### src/rtl/alu_arbiter_if.sv
// Bundle of request, ALU and response signals shared between the two
// requesters, the datapath ALU, the response consumer and alu_arbiter.
// The slave modport is the arbiter's view and the master modport is the
// environment's view.
interface alu_arbiter_if #(
  parameter int WIDTH = 16
);
  logic             Valid0;
  logic [1:0]       Sel0;
  logic [WIDTH-1:0] A0;
  logic [WIDTH-1:0] B0;
  logic             Ready0;

  logic             Valid1;
  logic [1:0]       Sel1;
  logic [WIDTH-1:0] A1;
  logic [WIDTH-1:0] B1;
  logic             Ready1;

  logic [1:0]       Alu_Sel;
  logic [WIDTH-1:0] Alu_A;
  logic [WIDTH-1:0] Alu_B;
  logic [WIDTH-1:0] Alu_Out;

  logic             Resp_Valid;
  logic             Resp_Id;
  logic [WIDTH-1:0] Resp_Data;
  logic             Resp_Ready;
  logic             Busy;

  modport slave (
    input  Valid0, Sel0, A0, B0,
    output Ready0,
    input  Valid1, Sel1, A1, B1,
    output Ready1,
    output Alu_Sel, Alu_A, Alu_B,
    input  Alu_Out,
    output Resp_Valid, Resp_Id, Resp_Data,
    input  Resp_Ready,
    output Busy
  );

  modport master (
    output Valid0, Sel0, A0, B0,
    input  Ready0,
    output Valid1, Sel1, A1, B1,
    input  Ready1,
    input  Alu_Sel, Alu_A, Alu_B,
    output Alu_Out,
    input  Resp_Valid, Resp_Id, Resp_Data,
    output Resp_Ready,
    input  Busy
  );
endinterface

### src/rtl/alu_arbiter.sv
// Shares one combinational datapath ALU between two requesters.
// IDLE arbitrates and latches the winner's operands, EXEC drives the ALU
// for a single cycle and captures its result, and RESP holds the result
// until the consumer takes it.
// Optional macro ALU_ARB_FIXED_PRIO_EN: requester 0 always wins a tie and
// the round-robin pointer is not built. Default is round-robin.
module alu_arbiter #(
  parameter int WIDTH = 16
) (
  input logic          Clk,
  input logic          Reset,
  alu_arbiter_if.slave bus
);

  localparam logic [1:0] IDLE = 2'd0;
  localparam logic [1:0] EXEC = 2'd1;
  localparam logic [1:0] RESP = 2'd2;

  logic [1:0]       state_q, state_d;
  logic [1:0]       opSel_q, opSel_d;
  logic [WIDTH-1:0] opA_q, opA_d;
  logic [WIDTH-1:0] opB_q, opB_d;
  logic             opId_q, opId_d;
  logic [WIDTH-1:0] respData_q, respData_d;
  logic             respId_q, respId_d;

  logic isIdle;
  logic isExec;
  logic grant0;
  logic grant1;

  assign isIdle = (state_q == IDLE);
  assign isExec = (state_q == EXEC);

`ifdef ALU_ARB_FIXED_PRIO_EN
  // Requester 0 has strict priority; requester 1 only wins when 0 is idle.
  always_comb begin
    grant0 = isIdle && bus.Valid0;
    grant1 = isIdle && bus.Valid1 && !bus.Valid0;
  end
`else
  logic last_q, last_d;

  // Round-robin: on a tie the requester not served last time wins.
  always_comb begin
    grant0 = isIdle && bus.Valid0 && (!bus.Valid1 || last_q);
    grant1 = isIdle && bus.Valid1 && (!bus.Valid0 || !last_q);
  end

  // Pointer follows the most recent grant and sits at 1 after reset.
  always_comb begin
    last_d = last_q;
    if (grant0) begin
      last_d = 1'b0;
    end else if (grant1) begin
      last_d = 1'b1;
    end
  end

  // Pointer register.
  always_ff @(posedge Clk or negedge Reset) begin
    if (!Reset) begin
      last_q <= 1'b1;
    end else begin
      last_q <= last_d;
    end
  end
`endif

  // Next-state logic: latch operands on grant, capture the ALU in EXEC,
  // wait for the consumer in RESP.
  always_comb begin
    state_d    = state_q;
    opSel_d    = opSel_q;
    opA_d      = opA_q;
    opB_d      = opB_q;
    opId_d     = opId_q;
    respData_d = respData_q;
    respId_d   = respId_q;
    case (state_q)
      IDLE: begin
        if (grant0) begin
          opSel_d = bus.Sel0;
          opA_d   = bus.A0;
          opB_d   = bus.B0;
          opId_d  = 1'b0;
          state_d = EXEC;
        end else if (grant1) begin
          opSel_d = bus.Sel1;
          opA_d   = bus.A1;
          opB_d   = bus.B1;
          opId_d  = 1'b1;
          state_d = EXEC;
        end
      end
      EXEC: begin
        respData_d = bus.Alu_Out;
        respId_d   = opId_q;
        state_d    = RESP;
      end
      RESP: begin
        if (bus.Resp_Ready) begin
          state_d = IDLE;
        end
      end
      default: begin
        state_d = IDLE;
      end
    endcase
  end

  // State and datapath registers; reset discards any in-flight operation.
  always_ff @(posedge Clk or negedge Reset) begin
    if (!Reset) begin
      state_q    <= IDLE;
      opSel_q    <= 2'b00;
      opA_q      <= '0;
      opB_q      <= '0;
      opId_q     <= 1'b0;
      respData_q <= '0;
      respId_q   <= 1'b0;
    end else begin
      state_q    <= state_d;
      opSel_q    <= opSel_d;
      opA_q      <= opA_d;
      opB_q      <= opB_d;
      opId_q     <= opId_d;
      respData_q <= respData_d;
      respId_q   <= respId_d;
    end
  end

  assign bus.Ready0     = grant0;
  assign bus.Ready1     = grant1;
  assign bus.Alu_Sel    = isExec ? opSel_q : 2'b00;
  assign bus.Alu_A      = isExec ? opA_q : '0;
  assign bus.Alu_B      = isExec ? opB_q : '0;
  assign bus.Resp_Valid = (state_q == RESP);
  assign bus.Resp_Id    = respId_q;
  assign bus.Resp_Data  = respData_q;
  assign bus.Busy       = !isIdle;

endmodule

### src/flat_wrapper.sv
// flat-port wrapper written by rule: the top's interface ports become plain ports
module alu_arbiter_flat 
#(
  parameter int WIDTH = 16
)
  (Clk, Reset, bus_Valid0, bus_Sel0, bus_A0, bus_B0, bus_Ready0, bus_Valid1, bus_Sel1, bus_A1, bus_B1, bus_Ready1, bus_Alu_Sel, bus_Alu_A, bus_Alu_B, bus_Alu_Out, bus_Resp_Valid, bus_Resp_Id, bus_Resp_Data, bus_Resp_Ready, bus_Busy);
  alu_arbiter_if #(.WIDTH(WIDTH)) bus_i ();
  input logic Clk;
  input logic Reset;
  input wire logic [$bits(bus_i.Valid0)-1:0] bus_Valid0;
  input wire logic [$bits(bus_i.Sel0)-1:0] bus_Sel0;
  input wire logic [$bits(bus_i.A0)-1:0] bus_A0;
  input wire logic [$bits(bus_i.B0)-1:0] bus_B0;
  output wire logic [$bits(bus_i.Ready0)-1:0] bus_Ready0;
  input wire logic [$bits(bus_i.Valid1)-1:0] bus_Valid1;
  input wire logic [$bits(bus_i.Sel1)-1:0] bus_Sel1;
  input wire logic [$bits(bus_i.A1)-1:0] bus_A1;
  input wire logic [$bits(bus_i.B1)-1:0] bus_B1;
  output wire logic [$bits(bus_i.Ready1)-1:0] bus_Ready1;
  output wire logic [$bits(bus_i.Alu_Sel)-1:0] bus_Alu_Sel;
  output wire logic [$bits(bus_i.Alu_A)-1:0] bus_Alu_A;
  output wire logic [$bits(bus_i.Alu_B)-1:0] bus_Alu_B;
  input wire logic [$bits(bus_i.Alu_Out)-1:0] bus_Alu_Out;
  output wire logic [$bits(bus_i.Resp_Valid)-1:0] bus_Resp_Valid;
  output wire logic [$bits(bus_i.Resp_Id)-1:0] bus_Resp_Id;
  output wire logic [$bits(bus_i.Resp_Data)-1:0] bus_Resp_Data;
  input wire logic [$bits(bus_i.Resp_Ready)-1:0] bus_Resp_Ready;
  output wire logic [$bits(bus_i.Busy)-1:0] bus_Busy;
  assign bus_i.Valid0 = bus_Valid0;
  assign bus_i.Sel0 = bus_Sel0;
  assign bus_i.A0 = bus_A0;
  assign bus_i.B0 = bus_B0;
  assign bus_Ready0 = bus_i.Ready0;
  assign bus_i.Valid1 = bus_Valid1;
  assign bus_i.Sel1 = bus_Sel1;
  assign bus_i.A1 = bus_A1;
  assign bus_i.B1 = bus_B1;
  assign bus_Ready1 = bus_i.Ready1;
  assign bus_Alu_Sel = bus_i.Alu_Sel;
  assign bus_Alu_A = bus_i.Alu_A;
  assign bus_Alu_B = bus_i.Alu_B;
  assign bus_i.Alu_Out = bus_Alu_Out;
  assign bus_Resp_Valid = bus_i.Resp_Valid;
  assign bus_Resp_Id = bus_i.Resp_Id;
  assign bus_Resp_Data = bus_i.Resp_Data;
  assign bus_i.Resp_Ready = bus_Resp_Ready;
  assign bus_Busy = bus_i.Busy;
  alu_arbiter #(.WIDTH(WIDTH)) u_core (.Clk(Clk), .Reset(Reset), .bus(bus_i));
endmodule
### config.mk
export PLATFORM = sky130hd
export DESIGN_NAME = alu_arbiter_flat
export DESIGN_NICKNAME = d
export VERILOG_FILES = /design/src/rtl/alu_arbiter_if.sv /design/src/rtl/alu_arbiter.sv /design/src/flat_wrapper.sv
export SDC_FILE = /design/constraint.sdc
export NUM_CORES = 1
export LEC_CHECK = 0
export CAP_MARGIN = 5
export CORE_AREA = 2 2 86 88
export CTS_CLUSTER_SIZE = 8
export DETAILED_ROUTE_END_ITERATION = 16
export DIE_AREA = 0 0 88 90
export PLACE_DENSITY = 0.86
export REMOVE_ABC_BUFFERS = 1
export SLEW_MARGIN = 20
export SYNTH_ARGS = -nofsm -noshare
export SYNTH_HDL_FRONTEND = slang
export SYNTH_SLANG_ARGS = --single-unit
### constraint.sdc
create_clock -name Clk -period 4.2 [get_ports Clk]
set_input_delay 0.42 -clock Clk [delete_from_list [all_inputs] [get_ports Clk]]
set_output_delay 0.42 -clock Clk [all_outputs]
set_load 0.05 [all_outputs]
* Word level (Yosys, flattened, before mapping)
Index checks and enable logic that the tools add are counted.
Storage, ports and cells: logic and storage cells 41, input port bits 89, bits in registers 55
Operators by class: muxes and demuxes 15, eq/ne operators 4, reduce and logical (&&, ||, !) cells 14
Operator list (count):
- 2-to-1 mux 16 bit | 6
- 2-to-1 mux 2 bit | 6
- case mux 2 bit (3 select lines) | 1
- logical AND 1 bit | 4
- logical NOT 1 bit | 4
- AND reduction 2 bit | 2
- != test 3 bit (second input constant) | 1
- == test 2 x 1 -> 1 bit (second input constant) | 1
- == test 2 bit (second input constant) | 1
- logical NOT 2 bit | 1
- logical OR 1 bit | 2
- 2-to-1 mux 1 bit | 2
- != test 2 x 1 -> 1 bit (second input constant) | 1
- nonzero test 2 bit | 1

* Longest topological paths before layout
Gate-level depths: netlist (run 1).
depth after elaboration 6, gate-level depth with buffers 6, depth with buffers taken out 4

* Worst setup path before layout (run 1)
No wires, ideal clock.
path kind register to output, start register u_core.state_q[0], end output port bus_Ready1, data required time 3780 ps, slack 2340 ps, buffers on the path 0, stages on the path, launching flop included 4, data arrival time 1440 ps, cell sequence dfrtp_1 nor2_2 nand2_1 a21oi_1
Between the ends: cells in the longest elaborated chain, start to end 3
RTL lines:
- start: declaration | line alu_arbiter.sv:19 | logic [1:0] state_q, state_d;
- start signal: assignment | line alu_arbiter.sv:123 | state_q <= state_d;
- logical NOT 2 bit | line alu_arbiter.sv:32 | assign isIdle = (state_q == IDLE);
- logical AND 1 bit (2 in series) | line alu_arbiter.sv:47 | grant1 = isIdle && bus.Valid1 && (!bus.Valid0 || !last_q);
- end: declaration | line flat_wrapper.sv:19 | output wire logic [$bits(bus_i.Ready1)-1:0] bus_Ready1;
Every way passes these cells.

* Worst setup path after layout (run 1)
start register u_core.state_q[0], end output port bus_Alu_A[2]
Between the ends: cells in the longest elaborated chain, start to end 2
RTL lines:
- == test 2 x 1 -> 1 bit | line alu_arbiter.sv:33 | assign isExec = (state_q == EXEC);
- 2-to-1 mux 16 bit | line alu_arbiter.sv:136 | assign bus.Alu_A = isExec ? opA_q : '0;
- end: declaration | line flat_wrapper.sv:21 | output wire logic [$bits(bus_i.Alu_A)-1:0] bus_Alu_A;
Every way passes these cells.

==> metrics, run 1 <==
status=completed; Crit Path Max Fanout=52; Clock Skews=0.00802 ns; io pins=144; Initial Util=0.430; Largest delay share family, worst path=simple AND/OR/NAND/NOR gates; clock network power share=0.101; Max Freq=313 MHz; DIE AREA=0.00792 mm²; crit path DAT=2.77 ns; cells after synthesis=285; max_cap viols=0; Cell Area, Synth=0.00302 mm²; Core Region=0.00702 mm²; WL/cell=15.4 µm; first-pass GRT wire length=12.7 mm; critical path type=flop to output port; number of global-route vias before repair=2799; WP buf/inv=1; vias=2651; # Post-CTS Setup Buffers=0; clock period minus final worst setup slack=3.19 ns; commonest non-fill, non-tap cell in the layout=clkdlybuf4s50_1; CTS tree=yes; Critical Path, Cell by Cell=nor2b_4 > and2_1 > clkdlybuf4s50_1; layout cells sized above 1=0.162; Max-Slew Margin vs Limit=0.255; P per Cell Area=783 mW/mm²; initial antenna violation count=0; total grt overflow=0; 1st-iter DRT viols=79; Setup TNS=0 ns; clock buffer depth=2; CTS clk-pin slew, worst paths=0.09 ns; Routability Congestion=0.728; Die W=88 µm; crit-path max cell delay=0.94 ns; CTS Hold Bufs=0; Peak VDD IR=0.000372 V; # rows=31; number of vias per cell=5.17; Hold Violations, Final=0; Tcrit/Tclk final=0.760; CP Depth=3; later-pin clock latency in the skew report=0.30 ns; clock root buffer=clkbuf_8; Num CTS Buffers=5; Yosys Warn Count=0; Logic pwr share=0.635; ys flop type=dfrtp_1; largest net degree at the start of global routing=56; Post-synth EDFFs=0; #FFs+latches synth=55; Worst EP required=3.78 ns; R2R depth=2; Initial DRT Pass Iterations=4; WL final=7.90 mm; Crit. End Element=output port; nature of the critical path startpoint=flop; Avg Inst Size Synth=10.6 µm²; Sw Ratio=0.481; DRC Markers=0; P_int=1.87 mW; Clock Sinks=55; fin. max-slew vios=0; P_sw=1.73 mW; Worst Tran Pin Value=1.12 ns; leakage power=1.86 nW; CP max stage cell=nor2b_4; Filler cells=567; DP HPWL=5.40 mm; IO Port Bufs=143; Hold Crit Class=input pin to asynchronous set/reset pin; total track usage=0.199; fin nets=502; ANT nets after route=0; pre-CTS setup slack=1.32 ns; RSZ-0062 raised after global routing=false; H-tree depth=2; Setup violations, final=0; post-CTS sizing=0; synth unique cells=26; final setup margin=1.01 ns; register area share after synthesis=0.457; most frequent cells in the layout=141 x clkdlybuf4s50_1, 54 x dfrtp_1, 36 x inv_1; die height=90 µm; area growth from synthesis to layout=52.5%; Reg power frac=0.264; number of diodes=0; ys async rst share=1.00
==> power groups by stage <==
stage	clock network (mW)	registers (mW)	logic, mW
2_1_floorplan	0	1.22	1.28
5_1_grt	0.390	0.979	2.42
3_3_place_gp	0	0.949	2.25
6_report	0.364	0.951	2.29
3_5_place_dp	0	0.958	2.31
4_1_cts	0.368	0.950	2.31
==> worst register-to-register path, stage by stage (launching register included) <==
cell and delay (ns):
dfrtp_1 0.45, nor2b_4 0.94, mux2_2 0.44
==> state kept, by name, indices dropped and copies added (netlist names) <==
name	count
u_core.bus.Resp_Data	16
u_core.opA_q	16
u_core.opB_q	16
u_core.opSel_q	2
u_core.state_q	2
u_core.bus.Resp_Id	1
u_core.last_q	1
u_core.opId_q	1
==> synth_stat cells (all sizes together), types with 2 or more instances <==
| cell type | number | area share |
|---|---|---|
| dfrtp | 54 | 0.45 |
| o21ai | 35 | 0.058 |
| o311ai | 34 | 0.17 |
| clkbuf | 15 | 0.019 |
| a21oi | 2 | 0.0033 |
| nor2b | 2 | 0.0041 |
| inv | 37 | 0.046 |
| nor2 | 3 | 0.0046 |
| nand3 | 34 | 0.056 |
| and2 | 35 | 0.073 |
| mux2 | 17 | 0.063 |
| buf | 11 | 0.031 |
==> layout make-up <==
class | instances | area [µm²] | area share
Clock buffer | 6 | 82.6 | 0.0180
Timing Repair Buffer | 147 | 1470 | 0.319
Inverter | 37 | 139 | 0.0302
Sequential cell | 55 | 1380 | 0.300
Tap cell | 99 | 124 | 0.0269
Multi-Input combinational cell | 167 | 1380 | 0.299
Clock inverter | 2 | 35.0 | 0.00762
==> layer usage <==
metal / track usage / wire length [µm] / up-vias
li1: - / - / 1247
met1: 0.221 / 3130 / 1284
met2: 0.372 / 4190 / 109
met3: 0.0432 / 467 / 11
met4: 0.0551 / 104 / 0
met5: 0 / 0 / -
==> logic make-up (layout without fill, tap and decap cells) <==
family,after synthesis,after routing,share of synthesized area
AO/OA/AOI/OAI,72,72,0.232
buffers and inverters,63,192,0.0958
AND/OR/NAND/NOR,77,77,0.148
flip-flops,55,55,0.457
multiplexers,18,18,0.0668
==> path summary, 6_finish.rpt <==
check	from	endpoint	slack, ns
setup / recovery	u_core.state_q[0]	bus_Alu_A[2]	1.01
hold / removal	Reset	u_core.opB_q[8]	0.24
setup reg to reg	u_core.state_q[0]	u_core.bus.Resp_Data[1]	2.26
hold reg to reg	u_core.last_q	u_core.last_q	0.49
max in group asynchronous	Reset	u_core.opB_q[11]	3.50
min in group Clk	u_core.last_q	u_core.last_q	0.49
==> stage by stage <==
stage           util  cells  power (mW)  instance area (µm²)  hold slack (ns)
5_1_grt        0.655    513        3.78                 4600            0.309
3_5_place_dp   0.638    505        3.27                 4480            0.483
6_report       0.655    513        3.60                 4600            0.243
3_3_place_gp   0.638    505        3.20                 4480            0.474
2_1_floorplan      -    259        2.50                 2870            0.124
4_1_cts        0.655    513        3.63                 4600            0.270
Note: power is estimated with default switching activity, not from simulation.
==> inputs of run 2 (changes only) <==
--- a/config.mk
+++ b/config.mk
@@ -6,11 +6,11 @@
 export NUM_CORES = 1
 export LEC_CHECK = 0
 export CAP_MARGIN = 5
-export CORE_AREA = 2 2 86 88
+export CORE_AREA = 2 2 94 96
 export CTS_CLUSTER_SIZE = 8
 export DETAILED_ROUTE_END_ITERATION = 16
-export DIE_AREA = 0 0 88 90
-export PLACE_DENSITY = 0.86
+export DIE_AREA = 0 0 96 98
+export PLACE_DENSITY = 0.77
 export REMOVE_ABC_BUFFERS = 1
 export SLEW_MARGIN = 20
 export SYNTH_ARGS = -nofsm -noshare
==> constraint.sdc (replaced) <==
create_clock -name Clk -period 2.65 [get_ports Clk]
set_input_delay 0.265 -clock Clk [delete_from_list [all_inputs] [get_ports Clk]]
set_output_delay 0.265 -clock Clk [all_outputs]
set_load 0.05 [all_outputs]
==> run 2 against run 1 <==
Net effect:
- hold slack improved by 0.25 ns
- clock-buffer cell count unchanged
- utilization is 11 points lower
- critical path depth unchanged
- final cell count grew 2.7%
- combinational power grew 60%
- global-route usage decreased by 2.6 points
- via count barely moved
- register-to-register slack worse by 1.3 ns
- setup slack worse by 0.84 ns
- highest routed layer unchanged
==> metrics, run 2 (synthesis results as in run 1) <==
# rows=34; first-pass GRT wire length=13.1 mm; Initial Util=0.356; 1st-iter DRT viols=66; DRC Markers=0; WP buf/inv=1; ANT nets after route=0; max_cap viols=0; RSZ-0062 raised after global routing=false; Initial DRT Pass Iterations=4; vias=2652; crit path DAT=2.22 ns; CP max stage cell=clkdlybuf4s50_1; Num CTS Buffers=5; P per Cell Area=1230 mW/mm²; pre-CTS setup slack=0.388 ns; Clock Skews=0.00390 ns; clock buffer depth=2; later-pin clock latency in the skew report=0.30 ns; nature of the critical path startpoint=flop; worst reg-to-reg setup slack=0.92 ns; Crit. End Element=output port; Critical Path, Cell by Cell=nor2b_4 > and2_1 > clkdlybuf4s50_1; status=completed; clock root buffer=clkbuf_8; Worst Tran Pin Value=0.649 ns; most frequent cells in the layout=126 x clkdlybuf4s50_1, 54 x dfrtp_1, 36 x inv_1; DP HPWL=5.79 mm; commonest non-fill, non-tap cell in the layout=clkdlybuf4s50_1; number of global-route vias before repair=2714; critical path type=flop to output port; initial antenna violation count=0; Worst EP required=2.38 ns; Core Region=0.00847 mm²; IO Port Bufs=143; WL final=8.26 mm; Largest delay share family, worst path=buffers and inverters; final setup margin=0.168 ns; layout cells sized above 1=0.200; Hold Crit Class=input pin to asynchronous set/reset pin; total grt overflow=0; Die W=96 µm; total power=5.65 mW; io pins=144; number of diodes=0; Tcrit/Tclk final=0.937; largest net degree at the start of global routing=36; Routability Congestion=0.722; crit-path max cell delay=0.83 ns; area growth from synthesis to layout=52.7%; fin nets=507; area of the multi-input gates=0.00139 mm²; FF/Latch Area=0.00138 mm²; die height=98 µm; Hold Violations, Final=0; Reg2Reg Launch Point=u_core.state_q[1]; R2R depth=3; clock period minus final worst setup slack=2.48 ns; Crit Path Max Fanout=14; leakage power=1.91 nW; Max Freq=403 MHz; fin. max-slew vios=0; Filler cells=758; Max-Slew Margin vs Limit=0.566; CTS clk-pin slew, worst paths=0.10 ns; DIE AREA=0.00941 mm²; reg2reg end=u_core.bus.Resp_Data[4]; Setup violations, final=0; total track usage=0.174; WL/cell=15.7 µm; number of vias per cell=5.03; Peak VDD IR=0.000448 V; CTS tree=yes; H-tree depth=2; Clock Sinks=55
[run 2: where the power goes]
| part | total [mW] | switching [mW] | internal, mW |
|---|---|---|---|
| clock network | 0.459 | 0.273 | 0.186 |
| logic | 3.67 | 2.27 | 1.40 |
| registers | 1.52 | 0.236 | 1.28 |
[run 2: timing repair]
action,in CTS,in global routing
buffers inserted,0,0
hold buffers,1,0
resized for setup,0,2
endpoints found under the setup margin,0,20
endpoints found under the hold margin,23,0
[run 2: per-stage QoR]
| stage | hold slack, ns | instance area (µm²) | utilization | TNS [ns] | std cells |
|---|---|---|---|---|---|
| 4_1_cts | 0.504 | 4580 | 0.541 | 0 | 526 |
| 5_1_grt | 0.529 | 4600 | 0.544 | 0 | 527 |
| 3_5_place_dp | 0.285 | 4490 | 0.530 | 0 | 517 |
| 3_3_place_gp | 0.281 | 4490 | 0.530 | 0 | 517 |
| 6_report | 0.497 | 4600 | 0.544 | 0 | 527 |
| 2_1_floorplan | -0.0306 | 2870 | - | -5.55 | 259 |
[run 2: worst max path at each step]
stage	cells past startpoint	startpoint	to
after floorplan	2	u_core.state_q[0]	bus_Alu_A[0]
after global placement	3	u_core.state_q[0]	bus_Alu_A[0]
after detailed placement	3	u_core.state_q[0]	bus_Alu_B[2]
after CTS	3	u_core.state_q[0]	bus_Alu_A[7]
after global routing	3	u_core.state_q[0]	bus_Alu_B[2]
final	3	u_core.state_q[1]	bus_Alu_B[2]
[run 2: final cells by class]
type,count,share of cell area
Sequential cell,55,0.299
Timing Repair Buffer,151,0.321
Clock buffer,6,0.0158
Clock inverter,2,0.00272
Multi-Input combinational cell,168,0.302
Tap cell,108,0.0293
Inverter,37,0.0302
[run 2: per-layer routing]
metal / wire, µm / global-route usage / vias to the layer above / part of all wire
met5: 0 / 0 / - / 0
met4: 91 / 0.0297 / 0 / 0.011
met3: 734 / 0.0532 / 6 / 0.089
met2: 4180 / 0.316 / 107 / 0.51
met1: 3260 / 0.199 / 1276 / 0.39
li1: - / - / 1263 / -
==> inputs of run 3 (changes only) <==
--- a/config.mk
+++ b/config.mk
@@ -7,6 +7,7 @@
 export LEC_CHECK = 0
 export CAP_MARGIN = 5
 export CORE_AREA = 2 2 94 96
+export CTS_BUF_LIST = sky130_fd_sc_hd__clkbuf_16
 export CTS_CLUSTER_SIZE = 8
 export DETAILED_ROUTE_END_ITERATION = 16
 export DIE_AREA = 0 0 96 98
==> run 3 against run 2 <==
Net effect:
- final cell count is 0.19% lower
- register-to-register slack worse by 0.12 ns
- die area stayed put
- sequential power hardly changed
- flip-flop and latch count stayed put
- final area is 1.2% higher
- power is 2.4% higher
- hold slack hardly changed
- setup slack worse by 0.037 ns
- largest cell class unchanged
- combinational power hardly changed
- via count is 0.79% lower
==> metrics, run 3 (synthesis results as in run 1) <==
status=completed; Hold Slack=0.497 ns; CTS tree=yes; H-tree depth=2; WL/cell=15.3 µm; Design Area, Final=0.00466 mm²; total track usage=0.174; Max-Slew Margin vs Limit=0.566; crit path DAT=2.25 ns; CTS clk-pin slew, worst paths=0.07 ns; Peak VDD IR=0.000456 V; Reg power frac=0.260; DRC Markers=0; fin nets=506; clock root buffer=clkbuf_16; clock network power share=0.109; FF/Latch Area=0.00138 mm²; number of diodes=0; Filler cells=750; P_sw=2.77 mW; Sw Ratio=0.479; number of global-route vias before repair=2710; final std cells w/o fill=526; total power=5.78 mW; ANT nets after route=0; Reg2Reg Launch Point=u_core.state_q[0]; Hold Violations, Final=0; 1st-iter DRT viols=78; Crit Path Max Fanout=27; RSZ-0062 raised after global routing=false; largest net degree at the start of global routing=36; Worst Tran Pin Value=0.650 ns; R2R depth=3; Worst EP required=2.38 ns; DP Area=0.00449 mm²; vias=2631; Setup violations, final=0; Clock Sinks=55; leakage power=2.04 nW; Clock Skews=0.00226 ns; # rows=34; Die W=96 µm; Hold Startpoint=u_core.last_q; P per Cell Area=1240 mW/mm²; Core Region=0.00847 mm²; critical path type=flop to output port; hold path depth=1; worst reg-to-reg setup slack=0.80 ns; Logic pwr share=0.630; # Post-CTS Setup Buffers=0; initial antenna violation count=0; cell total after placement=517; reg2reg end=u_core.bus.Resp_Data[6]; io pins=144; IO Port Bufs=143; Hold Crit Endpoint=u_core.last_q; Routability Congestion=0.722; area of the multi-input gates=0.00138 mm²; Hold Crit Class=flop to flop; max_cap viols=0; clock period minus final worst setup slack=2.52 ns; commonest non-fill, non-tap cell in the layout=clkdlybuf4s50_1; later-pin clock latency in the skew report=0.28 ns; Initial Util=0.356; most frequent cells in the layout=120 x clkdlybuf4s50_1, 54 x dfrtp_1, 37 x inv_1; Crit. End Element=output port; Max Freq=397 MHz; Initial DRT Pass Iterations=4; area growth from synthesis to layout=54.6%; first-pass GRT wire length=13.1 mm; DIE AREA=0.00941 mm²; total grt overflow=0; nature of the critical path startpoint=flop; P_int=3.01 mW; fin. max-slew vios=0; clock buffer depth=2; layout cells sized above 1=0.199; Tcrit/Tclk final=0.951; Setup TNS=0 ns; WL final=8.04 mm; number of vias per cell=5.00; die height=98 µm; DP HPWL=5.79 mm; Num CTS Buffers=5
## run 3: cell types whose count changed in the layout (fill, tap and decap cells not counted)
cell | before | now
nor2b_4 | 2 | 1
clkdlybuf4s50_1 | 126 | 120
clkbuf_8 | 5 | 0
clkbuf_1 | 1 | 0
clkbuf_16 | 0 | 5
inv_1 | 36 | 37
dlymetal6s2s_1 | 1 | 7
## run 3: metrics by stage
step / setup WS, ns / util
6_report: 0.131 / 0.551
5_1_grt: 0.000652 / 0.551
2_1_floorplan: -0.163 / -
3_5_place_dp: 0.388 / 0.530
3_3_place_gp: 0.449 / 0.530
4_1_cts: 0.0667 / 0.548
## run 3: worst max path at each step
stage | start | end | slack, ns | cells past startpoint
floorplan | u_core.state_q[0] | bus_Alu_A[0] | -0.16 | 2
global placement | u_core.state_q[0] | bus_Alu_A[0] | 0.45 | 3
detailed placement | u_core.state_q[0] | bus_Alu_B[2] | 0.39 | 3
finish | u_core.state_q[0] | bus_Alu_A[4] | 0.13 | 3
CTS | u_core.state_q[0] | bus_Alu_A[7] | 0.07 | 3
global route | u_core.state_q[0] | bus_Alu_A[12] | 0.0007 | 3
## run 3: power groups by stage
stage	Combinational, mW	Clock [mW]	Sequential, mW
2_1_floorplan	2.03	0	1.93
3_3_place_gp	3.61	0	1.50
3_5_place_dp	3.68	0	1.52
4_1_cts	3.69	0.649	1.51
5_1_grt	3.89	0.688	1.56
6_report	3.64	0.633	1.51
## run 3: final cells by class
type,count,area share
flip-flops and latches,55,0.295
well taps,108,0.0290
inverters,37,0.0298
repair buffers,151,0.320
clock buffers,5,0.0268
multi-input cells,167,0.295
clock inverters,3,0.00349
## run 3: metal layers
layer,part of all wire,vias to the layer above,routed length (µm),global-route usage
met5,0,-,0,0
met1,0.41,1274,3260,0.200
met2,0.51,99,4110,0.316
met3,0.079,2,633,0.0532
met4,0.0036,0,29,0.0297
li1,-,1256,-,-
## run 3: critical path, cell delays in order, from the launching register on
cell and delay [ns]:
dfrtp_1 0.44, nor2b_4 0.51, and2_1 0.20, clkdlybuf4s50_1 0.81
## run 3: timing repair
action,CTS,global route
endpoints found under the setup margin,0,7
endpoints found under the hold margin,23,0
hold buffers,1,0
gates resized for setup,0,7
